<file path="config.mk">
export PLATFORM = sky130hd
export DESIGN_NAME = vend_countdown_timer
export DESIGN_NICKNAME = d
export VERILOG_FILES = /design/src/rtl/vend_timer_pkg.sv /design/src/rtl/vend_countdown_timer_rise_edge_detect.sv /design/src/rtl/vend_countdown_timer.sv
export SDC_FILE = /design/constraint.sdc
export NUM_CORES = 1
export LEC_CHECK = 0
export ABC_AREA = 0
export BUFFER_PORTS_ARGS = -buffer_cell sky130_fd_sc_hd__buf_2
export CAP_MARGIN = 15
export CORE_ASPECT_RATIO = 0.6
export CORE_MARGIN = 5
export CORE_UTILIZATION = 40
export CTS_BUF_LIST = sky130_fd_sc_hd__clkbuf_4 sky130_fd_sc_hd__clkbuf_8
export DETAILED_ROUTE_END_ITERATION = 8
export GPL_TIMING_DRIVEN = 0
export PLACE_DENSITY = 0.62
export SETUP_SLACK_MARGIN = 0.5
export SLEW_MARGIN = 10
export SYNTH_ARGS = -nofsm -noshare
export SYNTH_HDL_FRONTEND = slang
export SYNTH_SLANG_ARGS = --single-unit
</file>
<file path="constraint.sdc">
create_clock -name clk -period 3.3 [get_ports clk]
set_input_delay 0.33 -clock clk [delete_from_list [all_inputs] [get_ports clk]]
set_output_delay 0.33 -clock clk [all_outputs]
set_load 0.03 [all_outputs]
</file>
<file path="src/rtl/vend_timer_pkg.sv">
`default_nettype none
// ===========================================================================
// vend_timer_pkg : shared constants, FSM encoding and BCD helper
// Revision 1.0
// ===========================================================================
package vend_timer_pkg;

   localparam int unsigned SEC_MAX_DEFAULT = 99;
   localparam int unsigned BCD_W           = 4;

   typedef enum logic [1:0] {
      ST_IDLE   = 2'd0,
      ST_RUN    = 2'd1,
      ST_PAUSED = 2'd2
   } state_t;

   // Only valid for v <= 99, which the clamp upstream guarantees.
   function automatic logic [2*BCD_W-1:0] to_bcd(input logic [6:0] v);
      return {4'(v / 7'd10), 4'(v % 7'd10)};
   endfunction

endpackage
`default_nettype wire

</file>
<file path="src/rtl/vend_countdown_timer_rise_edge_detect.sv">
`default_nettype none
// ===========================================================================
// rise_edge_detect : one-cycle pulse on each rising edge of a same-domain level
// Revision 1.0
// ===========================================================================
module rise_edge_detect (
   input  logic clk,
   input  logic reset,
   input  logic in,
   output logic pulse
);

   logic r_cur;
   logic r_prev;

   always_ff @(posedge clk) begin
      if (reset) begin
         r_cur  <= 1'b0;
         r_prev <= 1'b0;
      end else begin
         r_cur  <= in;
         r_prev <= r_cur;
      end
   end

   assign pulse = r_cur & ~r_prev;

endmodule
`default_nettype wire

</file>
<file path="src/rtl/vend_countdown_timer.sv">
`default_nettype none
// ===========================================================================
// vend_countdown_timer : two-digit BCD seconds countdown driven by clk1hz ticks
// Revision 1.0
// ===========================================================================
module vend_countdown_timer
   import vend_timer_pkg::*;
#(
   parameter int unsigned SEC_MAX = SEC_MAX_DEFAULT
) (
   input  logic              clk,
   input  logic              reset,
   input  logic              clk1hz,
   input  logic              start,
   input  logic [6:0]        load_sec,
   input  logic              cancel,
   input  logic              pause,
   output logic              tick,
   output logic              running,
   output logic              expired,
   output logic [BCD_W-1:0]  sec_tens,
   output logic [BCD_W-1:0]  sec_ones
);

   state_t            r_state;
   logic [6:0]        w_load_clamped;
   logic [2*BCD_W-1:0] w_load_bcd;
   logic              w_count_is_one;

   rise_edge_detect u_tick_det (
      .clk   (clk),
      .reset (reset),
      .in    (clk1hz),
      .pulse (tick)
   );

   assign w_load_clamped = ({25'd0, load_sec} > SEC_MAX) ? 7'(SEC_MAX) : load_sec;
   assign w_load_bcd     = to_bcd(w_load_clamped);
   assign w_count_is_one = (sec_tens == 4'd0) && (sec_ones == 4'd1);

   // Priority: reset, cancel, start, then tick handling per state.
   always_ff @(posedge clk) begin
      if (reset) begin
         r_state  <= ST_IDLE;
         running  <= 1'b0;
         expired  <= 1'b0;
         sec_tens <= '0;
         sec_ones <= '0;
      end else begin
         expired <= 1'b0;
         if (cancel) begin
            r_state  <= ST_IDLE;
            running  <= 1'b0;
            sec_tens <= '0;
            sec_ones <= '0;
         end else if (start) begin
            if (w_load_clamped == 7'd0) begin
               r_state  <= ST_IDLE;
               running  <= 1'b0;
               expired  <= 1'b1;
               sec_tens <= '0;
               sec_ones <= '0;
            end else begin
               r_state  <= ST_RUN;
               running  <= 1'b1;
               sec_tens <= w_load_bcd[2*BCD_W-1:BCD_W];
               sec_ones <= w_load_bcd[BCD_W-1:0];
            end
         end else begin
            case (r_state)
               ST_RUN: begin
                  if (pause) begin
                     r_state <= ST_PAUSED;
                  end else if (tick) begin
                     if (w_count_is_one) begin
                        r_state  <= ST_IDLE;
                        running  <= 1'b0;
                        expired  <= 1'b1;
                        sec_ones <= '0;
                     end else if (sec_ones == 4'd0) begin
                        sec_tens <= sec_tens - 4'd1;
                        sec_ones <= 4'd9;
                     end else begin
                        sec_ones <= sec_ones - 4'd1;
                     end
                  end
               end
               ST_PAUSED: begin
                  if (!pause) begin
                     r_state <= ST_RUN;
                  end
               end
               default: begin
                  r_state <= ST_IDLE;
               end
            endcase
         end
      end
   end

endmodule
`default_nettype wire

</file>
# After elaboration in Yosys (flattened, before gate mapping)
# Index checks and enable logic that the tools add are counted.
# word_totals
register_bits,14
input_bits,13
output_inout_bits,11
wordCells,69
# classes
add_sub_neg,2
div_mod_pow,2
magnitude_cmp,1
eq_ne,8
muxes,34
bitwise,2
reduce_logical,13
# op_table
operator,n
$mux 4,14
$mux 1,13
$mux 2,5
$logic_not 4->1,2
$ne 4x4->1 const B,2
$reduce_bool 2->1,4
$sub 4x1->4 const B,2
$div 7x4->7 const B,1
$gt 7x7->1 const B,1
$logic_not 7->1,1
$mod 7x4->7 const B,1
$mux 7,1
$reduce_and 3->1,2
$reduce_and 5->1,1
$eq 4x1->1 const B,1
$ne 2x2->1 const B,2
$pmux 2 s2,1
$reduce_and 4->1,1
$ne 3x3->1 const B,1
$eq 2x1->1 const B,1
$eq 2x2->1 const B,1
$reduce_or 2->1,1
$and 1x1->1,1
$logic_and 1x1->1,1
$not 1->1,1

# Logic depth before layout (Yosys ltp)
# Gate-level depths: netlist (run 1).
# logic_depth
word_depth,7
ltp_mapped,15
mapped_depth_nobuf,14

# Hierarchy
# A second synthesis (run 1) with hierarchy kept.
# hier_totals
cells_unflattened,186
hier_area_um2,1367.6
# modules_own_cells
module,n_inst,cells_each,area_per_inst_um2,seq_area_each_um2
vend_countdown_timer,1,181,1306.3,240.2
rise_edge_detect,1,5,61.3,40.0

# Worst setup path before layout (run 1)
# No wires, ideal clock.
# synth_timing
path_kind,in2reg
startpoint,input load_sec[5]
endpoint,register sec_ones[1]
setup_ns,0.122
arrival_time_ns,2.888
t_required_ns,3.178
path_slack_ns,0.291
cell_stages,13
n_path_buf,1
path_cell_list,buf_4 nand2_1 a21boi_0 ha_1 and2_1 o21ai_0 nand3_1 or2_2 mux2_2 ha_1 a221oi_1 or4_1 nand3_1
# synth_via
elab_chain_cells,5
word_cells_on_any_way,6
cone_classes,div: 1; order compare: 1; mux: 3; reduce/logical: 1
# synth_lines
item,line_no,source
"start, declared",vend_countdown_timer.sv:15,"input logic [6:0] load_sec,"
$gt 7x7->1,vend_countdown_timer.sv:37,"assign w_load_clamped = ({25'd0, load_sec} > SEC_MAX) ? 7'(SEC_MAX) : load_sec;"
$mux 7 (*),vend_countdown_timer.sv:37,
$mod 7x4->7 or $logic_not 7->1 (tied branches),"vend_timer_pkg.sv:19, vend_countdown_timer.sv:57",
$mux 4 (*),vend_countdown_timer.sv:57,if (w_load_clamped == 7'd0) begin
$mux 4 (*),vend_countdown_timer.sv:56,end else if (start) begin
"end signal, assigned",vend_countdown_timer.sv:67,sec_ones <= w_load_bcd[BCD_W-1:0];
"end signal, assigned",vend_countdown_timer.sv:84,sec_ones <= sec_ones - 4'd1;
"end, declared",vend_countdown_timer.sv:22,output logic [BCD_W-1:0] sec_ones
# Every way passes the cells marked *; elsewhere a longest branch is shown, timed or not.
# A chain may end at the register's enable or synchronous reset.

# Worst setup path after layout (run 1)
# layout_timing
startpoint,input load_sec[6]
endpoint,register sec_ones[1]
# Same word-level chain as after synthesis.

==> flow_summary.yaml, run 1 <==
status:
  status: "complete, no violations"
clocking:
  cts_made_buffers: 3
  clock_latency_at_the_later_pin_of_the_worst_skew_pair_ps: 250
  cts_clk_pin_slew_worst_paths_ps: 60
  clockRootBuffer: "clkbuf_8"
  clock_tree.buffer_depth: 2
  tritoncts: "yes"
  cts_num_sinks: 14
  htreeDepth: 1
synth:
  yosys.cell_types.count: 50
  post_synthesis_async_set_or_reset_flop_share_pct: 0
  ys_top_cells_by_area: "dfxtp_1 (22%), nor2_1 (6.1%), a21oi_1 (5.5%)"
  main_combinational_cell_family_by_area_after_synthesis: "simple AND/OR/NAND/NOR gates"
  synth_ff_type: "dfxtp_1"
  synth_adder_area_share_pct: 4.88
  synth.mux.area_fraction_pct: 3.22
  yosys.area_share.simple_pct: 33.3
  ys_ff_latch: 14
  post-synth-top-area-cell: "dfxtp_1"
  synth.top_cell.area_share_pct: 21.9
  synth_compound_gate_area_share_pct: 27.3
  synth-xor-area-share_pct: 2.05
  synth-seq-area-share_pct: 21.9
  syn_area_per_cell_um2: 7.50
  synth-edff-count: 0
  synthesized_area_um2: 1280
  mappedNetlistNets: 189
  netlist_instances: 171
  yosys_warnings: 0
finish:
  fillCellCount: 278
  commonest_cells_after_routing_fill_and_taps_aside: "nor2_1 (20), buf_2 (19), dfxtp_1 (14)"
  antennaDiodeCount: 0
  postLayoutCoreUtil_pct: 58.2
  design.final.nets: 226
  postLayoutCellArea_um2: 1730
  multiInputGateArea_um2: 1030
  ratio_of_cells_with_drive_above_1_in_the_final_layout_pct: 32.4
  fin_cells: 249
  syn2layout_area_growth_pct: 34.5
  mostFrequentLayoutCell: "nor2_1"
  sequential_cell_area_in_the_final_layout_um2: 280
global_route:
  global_route.usage.total_pct: 16.0
  grt_start_max_net_pins: 11
  grt_pass1_vias: 1158
  antenna_found_initial: 0
  grt_remaining_overflow: 0
  wire_length_of_the_first_global_routing_pass_um: 5690
timing:
  finalHoldViolations: 0
  setup_repair_after_global_routing_missed_its_margin: "no"
  clock.fmax_ghz: 0.369
  whs_ps: 264
  finalSetupViolCount: 0
  final_critical_path_setup_slack_ps: 594
  finalSetupTns_ps: 0
  final_setup_skew_ps: 5.59
  worst_relative_slew_slack_pct: 47.7
  layout_worst_path_cycle_share_pct: 82.0
  timing.final.crit_period_ps: 2710
  slew_viol_final: 0
  slew_of_the_pin_with_the_lowest_slew_margin_ps: 775
routing:
  met2RoutedLength_um: 1380
  avgViaCountPerCell: 5.67
  route.met3.wl_um: 416
  avgRoutedWirePerCell_um: 14.5
  wirelength_met1_um: 1770
  postRouteAntennaNets: 0
  postRouteWirelength_um: 3600
  via_count: 1413
  1st_iter_drt_viols: 120
  first_pass_drt_iterations: 4
  route.detailed.drc: 0
  top_signal_layer_used: "met4"
die:
  die_width_um: 83.1
  initial_core_util_pct: 43.2
  num_rows: 15
  io_pins: 24
  die_h_um: 53.9
  design.core.area_um2: 2970
  die_area_um2: 4480
placement:
  gpl.final_weighted_congestion: 0.834
  place_worst_setup_slack_ps: 32.0
  placed_cell_areas_um2: 1480
  dp.cells: 234
  portBuffers: 21
  dp_hpwl_um: 2670
pwr:
  vdd.ir_drop.worst_mv: 0.200
  power_switching_share_pct: 33.4
  total_power_mw: 0.564
  power.density_cell_area_nw_per_um2: 327
  seq_power_share_pct: 33.0
  net-switching-power_mw: 0.188
  intPower_mw: 0.376
  power_frac_comb_pct: 37.3
  leakage_nw: 0.687
  clock_power_share_pct: 29.7
critical_path:
  worst_ep_arrival_time_ps: 2890
  critical-path-slowest-cell: "or4_1"
  worst_ep_required_time_ps: 3490
  critPathKind: "primary input to register"
  critical_path.endpoint_type: "register"
  worst_setup_path_start_kind: "primary input"
  regToRegSetupSlack_ps: 1110
  crit_chain: "buf_4 -> buf_6 -> nand2_4 -> a21boi_4 -> ha_4 -> and2_4 -> o21ai_2 -> nand3_2 -> buf_6 -> a21oi_2 -> mux2_4 -> ha_4 -> inv_2 -> nand3_2 -> o221ai_4 -> or4_1 -> nand3_1"
  crit_fanout: 5
  max_stage_delay_ps: 520
min_path:
  hp-class: "primary input to register"
run:
  max_cap_viol_count: 0
[per-layer routing]
layer	up-vias	GRT usage, %
li1	694	-
met1	641	24.5
met2	70	21.5
met3	8	5.05
met4	0	2.45
met5	-	0
[cells by family after synthesis]
logic type,count (synthesis)
compound gates,49
xor+xnor,3
fa+ha+maj,5
buf+inv,21
flops,14
mux,4
simple gates,75
[cell usage after synthesis, drive strengths merged (2+ instances only)]
library cell and count:
a211oi 4, a21oi 15, a31oi 2, and2 3
buf 5, clkbuf 3, dfxtp 14, ha 5
inv 13, mux2i 3, nand2 11, nand2b 2
nand3 7, nand3b 2, nand4 4, nand4bb 2
nor2 21, nor2b 2, nor3 5, nor3b 2
nor4 2, nor4b 3, o211ai 2, o21ai 12
o31ai 3, or2 2, or3b 2, or4 2
xnor2 3
[final cells by class]
cell class	count	share of cell area (%)
inverters	13	2.83
flip-flops and latches	14	16.2
multi-input cells	136	59.6
repair buffers	32	11.6
well taps	42	3.05
plain buffers	8	3.48
clock buffers	4	3.19
[power groups by stage]
| stage | registers, mW | clock network (mW) | logic (mW) |
|---|---|---|---|
| 2_1_floorplan | 0.200 | 0 | 0.114 |
| 3_3_place_gp | 0.189 | 0 | 0.165 |
| 3_5_place_dp | 0.189 | 0 | 0.169 |
| 4_1_cts | 0.186 | 0.173 | 0.178 |
| 5_1_grt | 0.187 | 0.178 | 0.229 |
| 6_report | 0.186 | 0.168 | 0.210 |
[state kept, by name (all words and copies together) (netlist names)]
name,cells
sec_tens,4
r_state,2
running,1
u_tick_det.r_cur,1
sec_ones,4
expired,1
u_tick_det.r_prev,1
[timing repair]
item / CTS / global route
hold buffers: 0 / 0
setup endpoints to repair: 3 / 3
setup buffers: 2 / 9
resized for setup: 4 / 21
cloned: 0 / 0
pin swaps: 4 / 11
[worst paths after layout]
check,depth (start not counted),to,start
setup / recovery,17,sec_ones[1],load_sec[6]
hold / removal,2,u_tick_det.r_prev,reset
setup reg to reg,9,sec_tens[3],r_state[1]
hold reg to reg,2,running,running
[worst max-delay path: cells and delay by family]
kind	cells	cell delay (ps)
multiplexers	1	170
buffers and inverters	4	430
adder cells (fa/ha/maj)	2	380
AO/OA/AOI/OAI	4	600
AND/OR/NAND/NOR	6	980
Note: power is estimated with default switching activity, not from simulation.
==> run 2: changes to the inputs <==
- ABC_AREA: 0 -> 1
- PLACE_DENSITY: 0.62 -> 0.65
- clock period: 3.3 -> 2.2 ns (I/O delays scaled with it)
==> run 2 against run 1 <==
Against the previous run: power grew 56%; critical endpoint unchanged; core utilization grew 3.5 points; critical path type unchanged; sequential power grew 48%; sequential cell count is the same.
==> flow_summary.yaml, run 2 <==
clocking:
  cts_made_buffers: 3
  cts_num_sinks: 14
  tritoncts: "yes"
  clock_tree.buffer_depth: 2
  htreeDepth: 1
  clock_latency_at_the_later_pin_of_the_worst_skew_pair_ps: 240
  clockRootBuffer: "clkbuf_8"
  cts_clk_pin_slew_worst_paths_ps: 50
routing:
  postRouteAntennaNets: 0
  avgRoutedWirePerCell_um: 13.8
  postRouteWirelength_um: 3530
  via_count: 1342
  1st_iter_drt_viols: 85
  avgViaCountPerCell: 5.24
  first_pass_drt_iterations: 4
  route.detailed.drc: 0
pwr:
  intPower_mw: 0.548
  net-switching-power_mw: 0.331
  power.density_cell_area_nw_per_um2: 506
  power_frac_comb_pct: 45.2
  vdd.ir_drop.worst_mv: 0.326
  leakage_nw: 0.845
  seq_power_share_pct: 31.3
  clock_power_share_pct: 23.5
  power_switching_share_pct: 37.6
timing:
  finalSetupViolCount: 0
  clock.fmax_ghz: 0.487
  slew_viol_final: 0
  setup_repair_after_global_routing_missed_its_margin: "yes"
  layout_worst_path_cycle_share_pct: 93.4
  final_critical_path_setup_slack_ps: 145
  timing.final.crit_period_ps: 2050
  worst_relative_slew_slack_pct: 60.8
  final_setup_skew_ps: 0.951
  slew_of_the_pin_with_the_lowest_slew_margin_ps: 586
  finalSetupTns_ps: 0
  finalHoldViolations: 0
placement:
  gpl.final_weighted_congestion: 0.807
  place_worst_setup_slack_ps: -400
  dp_hpwl_um: 2460
  dp.cells: 237
  portBuffers: 23
global_route:
  grt_pass1_vias: 1196
  wire_length_of_the_first_global_routing_pass_um: 5370
  grt_remaining_overflow: 0
  grt_start_max_net_pins: 11
  global_route.usage.total_pct: 16.6
  antenna_found_initial: 0
finish:
  antennaDiodeCount: 0
  syn2layout_area_growth_pct: 51.6
  design.final.nets: 242
  mostFrequentLayoutCell: "inv_1"
  commonest_cells_after_routing_fill_and_taps_aside: "inv_1 (24), buf_2 (18), nor2_1 (16), nand2_1 (16), buf_4 (15)"
  largest_registers: "sec_ones: 4 flops, sec_tens: 4 flops, r_state: 2 flops"
  ratio_of_cells_with_drive_above_1_in_the_final_layout_pct: 45.0
  fin_cells: 256
die:
  num_rows: 15
  io_pins: 24
  initial_core_util_pct: 40.7
  die_h_um: 51.5
  design.core.area_um2: 2820
  die_width_um: 79.1
  die_area_um2: 4070
synth:
  ys_ff_latch: 14
  netlist_instances: 180
  mappedNetlistNets: 198
  synth_ff_type: "dfxtp_1"
  post_synthesis_async_set_or_reset_flop_share_pct: 0
  yosys.cell_types.count: 26
  yosys_warnings: 0
  synth-edff-count: 0
  post-synth-top-count-cell: "inv_1"
  synth.top_cell.area_share_pct: 24.5
  ys_top_cells_by_area: "dfxtp_1 (24%), inv_1 (9.5%), nand2_2 (8.2%)"
  synth-seq-area-share_pct: 24.5
  synthesized_area_um2: 1150
  syn_area_per_cell_um2: 6.37
  post-synth-top-area-cell: "dfxtp_1"
  synth_top_cells_by_count: "inv_1 (29), nand2_1 (24), nor2_1 (20), nand2_2 (15)"
run:
  max_cap_viol_count: 0
min_path:
  hold_path.startpoint: "reset"
  hp-class: "primary input to register"
  worst_hold_path.endpoint: "u_tick_det.r_prev"
  worstHoldPathCells: 2
critical_path:
  timing.rr.start: "r_state[1]"
  timing.rr.end: "sec_ones[2]"
  critical_path.endpoint_type: "register"
  worst_ep_required_time_ps: 2380
  worst_ep_arrival_time_ps: 2230
  critPathKind: "primary input to register"
  crit_fanout: 3
  rr_worst_depth: 7
  regToRegSetupSlack_ps: 560
  worst_setup_path_start_kind: "primary input"
status:
  status: "complete, no violations"
[run 2: cell count changes in the layout (fill, tap and decap cells not counted), sizes merged, moves of 3 or more]
cell	before	now
clkbuf	7	4
nand3	7	16
and2	3	0
nand2	11	40
xnor2	3	0
o21ai	12	16
mux2i	3	0
a211oi	4	1
nor4b	3	0
inv	13	32
o31ai	3	0
[run 2: power by group through the flow]
stage | logic [mW] | clock network [mW] | registers (mW)
after floorplan | 0.190 | 0 | 0.295
after global placement | 0.267 | 0 | 0.279
after detailed placement | 0.276 | 0 | 0.280
after CTS | 0.360 | 0.211 | 0.274
after global routing | 0.431 | 0.226 | 0.276
final | 0.397 | 0.207 | 0.275
[run 2: cell families after synthesis]
kind of cell | count (synthesis) | synth area share, %
compound gates | 38 | 19.1
xor+xnor | 1 | 0.764
fa+ha+maj | 5 | 5.46
buf+inv | 35 | 12.4
flops | 14 | 24.5
simple gates | 87 | 37.8
[run 2: critical path, cell delays in order]
cell and delay, ps:
buf_8 110, nor2_4 140, nand2_4 80, nand2_8 70, nand2_4 60, inv_4 70
ha_4 140, nor2_4 40, nand2_2 80, nand2_4 70, nand3_4 90, nand3_4 90
nand2_4 110, nand2_4 60, nand2_4 60, nand2_2 50, inv_2 70, ha_4 150
nand2_4 50, nand2_4 80, nand2_4 70, nand2_2 80, nand3_2 60, a21oi_2 120
[run 2: how the worst max path moves through the flow]
stage / start / end / slack (ps) / cells after the start
2_1_floorplan: load_sec[3] / sec_ones[1] / 100 / 24
3_3_place_gp: load_sec[6] / sec_ones[1] / -340 / 25
3_5_place_dp: load_sec[6] / sec_ones[1] / -400 / 25
4_1_cts: load_sec[4] / sec_ones[3] / 230 / 23
5_1_grt: load_sec[3] / sec_ones[1] / 30 / 25
6_report: load_sec[4] / sec_ones[1] / 150 / 24
[run 2: area by class of cell]
class	count	area, um^2
tap	34	42.5
inverter	34	143
multi-input combinational	131	931
fill	238	1080
timing repair buffer	39	287
buffer	1	13.8
clock buffer	3	41.3
sequential	14	280
[run 2: routing by layer]
layer	wire length (um)	GRT usage (%)	vias up
met5	0	0	-
met4	34	3.14	0
met2	1680	24.3	42
li1	-	-	681
met1	1590	24.2	613
met3	221	4.40	6
[run 2: per-stage QoR]
stage	total power, mW	utilization [%]	hold WS [ps]	instance area [um^2]
detailed placement	0.556	48.9	421	1380
global placement	0.546	48.9	418	1380
floorplan	0.485	-	291	1220
global route	0.933	61.7	191	1740
CTS	0.845	58.4	166	1650
finish	0.879	61.7	165	1740
[run 2: timing repair]
item	CTS	global route
endpoints found under the setup margin	6	8
resized for setup	35	13
hold buffers	0	0
setup buffers	12	4
pin swaps	18	7
==> run 3: changes to the inputs <==
- CORE_UTILIZATION: 40 -> 30
- PLACE_DENSITY: 0.65 -> 0.52
==> run 3 against run 2 <==
Against the previous run: highest routed layer unchanged; clock power grew 2%; critical path depth unchanged; combinational power shrank 3%; power fell by 0.90%; sequential cell count unchanged; global-route usage fell by 3.3 points; final cell count is 5.9% higher; sequential power about the same; critical endpoint unchanged; die area grew 28%.
==> flow_summary.yaml, run 3 (synthesis gave the netlist of run 2 again) <==
finish:
  mostFrequentLayoutCell: "inv_1"
  syn2layout_area_growth_pct: 54.6
  commonest_cells_after_routing_fill_and_taps_aside: "inv_1 (24), nand2_1 (19), buf_2 (18), buf_4 (18), nor2_1 (16)"
  design.final.nets: 244
  antennaDiodeCount: 0
  fin_cells: 271
  largest_registers: "sec_ones: 4 flops, sec_tens: 4 flops, r_state: 2 flops"
  ratio_of_cells_with_drive_above_1_in_the_final_layout_pct: 43.3
min_path:
  hp-class: "primary input to register"
  worst_hold_path.endpoint: "u_tick_det.r_cur"
  worstHoldPathCells: 2
  hold_path.startpoint: "reset"
clocking:
  clock_latency_at_the_later_pin_of_the_worst_skew_pair_ps: 250
  clockRootBuffer: "clkbuf_8"
  htreeDepth: 1
  cts_num_sinks: 14
  tritoncts: "yes"
  clock_tree.buffer_depth: 2
  cts_hold_buffers: 0
  cts_made_buffers: 3
  cts_clk_pin_slew_worst_paths_ps: 50
timing:
  worst_relative_slew_slack_pct: 64.2
  slew_viol_final: 0
  finalHoldViolations: 0
  whs_ps: 154
  timing.final.crit_period_ps: 2080
  layout_worst_path_cycle_share_pct: 94.5
  finalSetupViolCount: 0
  setup_repair_after_global_routing_missed_its_margin: "yes"
  clock.fmax_ghz: 0.481
  slew_of_the_pin_with_the_lowest_slew_margin_ps: 535
  final_setup_skew_ps: 3.42
pwr:
  power.density_cell_area_nw_per_um2: 492
  vdd.ir_drop.worst_mv: 0.240
  total_power_mw: 0.871
  leakage_nw: 0.854
die:
  die_area_um2: 5200
  die_width_um: 89.8
  io_pins: 24
  initial_core_util_pct: 31.1
  die_h_um: 57.9
  num_rows: 17
  design.core.area_um2: 3680
critical_path:
  worst_setup_path_start_kind: "primary input"
  critPathKind: "primary input to register"
  critical_path.endpoint_type: "register"
  timing.rr.start: "sec_ones[2]"
  worst_ep_arrival_time_ps: 2260
  timing.rr.end: "sec_tens[3]"
  worst_ep_required_time_ps: 2380
  crit_fanout: 4
  regToRegSetupSlack_ps: 540
  rr_worst_depth: 5
routing:
  avgRoutedWirePerCell_um: 13.3
  avgViaCountPerCell: 4.90
  postRouteWirelength_um: 3610
  first_pass_drt_iterations: 4
  1st_iter_drt_viols: 95
  postRouteAntennaNets: 0
  route.detailed.drc: 0
  via_count: 1328
status:
  status: "complete, no violations"
global_route:
  antenna_found_initial: 0
  grt_start_max_net_pins: 11
  wire_length_of_the_first_global_routing_pass_um: 5520
  grt_pass1_vias: 1120
  global_route.usage.total_pct: 13.3
  grt_remaining_overflow: 0
placement:
  gpl.final_weighted_congestion: 0.815
  dp.cells: 250
  portBuffers: 23
  dp_hpwl_um: 2400
run:
  max_cap_viol_count: 0
run 3: changes by cell type in the layout (fill, tap and decap cells not counted), moves of 2 or more:
cell     change
buf_4        +3
nand2_1      +3
buf_6        -2
nand2_2      -2
nand2_4      -2
nor2_2       -2
nor2_4       +2
run 3: worst max path at each step:
stage          cells past startpoint  slack, ps           to   startpoint
2_1_floorplan                     24        100  sec_ones[1]  load_sec[3]
3_3_place_gp                      25       -400  sec_ones[1]  load_sec[6]
5_1_grt                           23         -5  sec_ones[2]  load_sec[3]
6_report                          24        120  sec_ones[1]  load_sec[3]
4_1_cts                           25        220  sec_ones[1]  load_sec[6]
3_5_place_dp                      25       -400  sec_ones[1]  load_sec[6]
run 3: area by class of cell:
type	count	area (um^2)
Sequential cell	14	280
Buffer	1	13.8
Fill cell	354	1910
Tap cell	47	58.8
Timing Repair Buffer	41	302
Multi-Input combinational cell	131	928
Inverter	34	148
Clock buffer	3	41.3
run 3: routing by layer:
| layer | wire (um) | up-vias | GRT usage, % |
|---|---|---|---|
| li1 | - | 680 | - |
| met1 | 1760 | 611 | 19.3 |
| met2 | 1600 | 31 | 18.9 |
| met3 | 205 | 6 | 3.76 |
| met4 | 46 | 0 | 3.88 |
| met5 | 0 | - | 0 |
run 3: stage by stage:
step | utilization [%] | setup WS, ps | instance area (um^2) | setup TNS, ps
detailed placement | 37.9 | -395 | 1390 | -1240
global placement | 37.9 | -400 | 1390 | -1330
global route | 48.1 | -5.38 | 1770 | -5.38
CTS | 44.7 | 221 | 1640 | 0
floorplan | - | 103 | 1220 | 0
finish | 48.1 | 120 | 1770 | 0
run 3: critical path, stage by stage:
cell and delay, ps:
buf_8 100, nor2_4 130, nand2_4 80, nand2_8 90, nand2_8 70, inv_6 60, ha_4 140, nor2_4 40
nand2_2 80, nand2_4 70, nand2_4 100, nand2_1 80, nand2_2 100, nand2_4 70, nand2_4 80, nand2_4 50
nand2_2 60, inv_2 50, ha_4 170, nand2_4 60, nand2_4 60, nand3_1 90, nand3_2 80, a21oi_2 130
run 3: power breakdown:
| part | internal (mW) | switching [mW] | total [mW] |
|---|---|---|---|
| clock | 0.121 | 0.0900 | 0.211 |
| sequential | 0.265 | 0.00965 | 0.275 |
| combinational | 0.156 | 0.229 | 0.385 |
run 3: what timing repair did:
item,CTS,global route
gates resized for setup,28,19
endpoints found under the setup margin,6,9
pin swaps,17,15
setup buffers,12,6
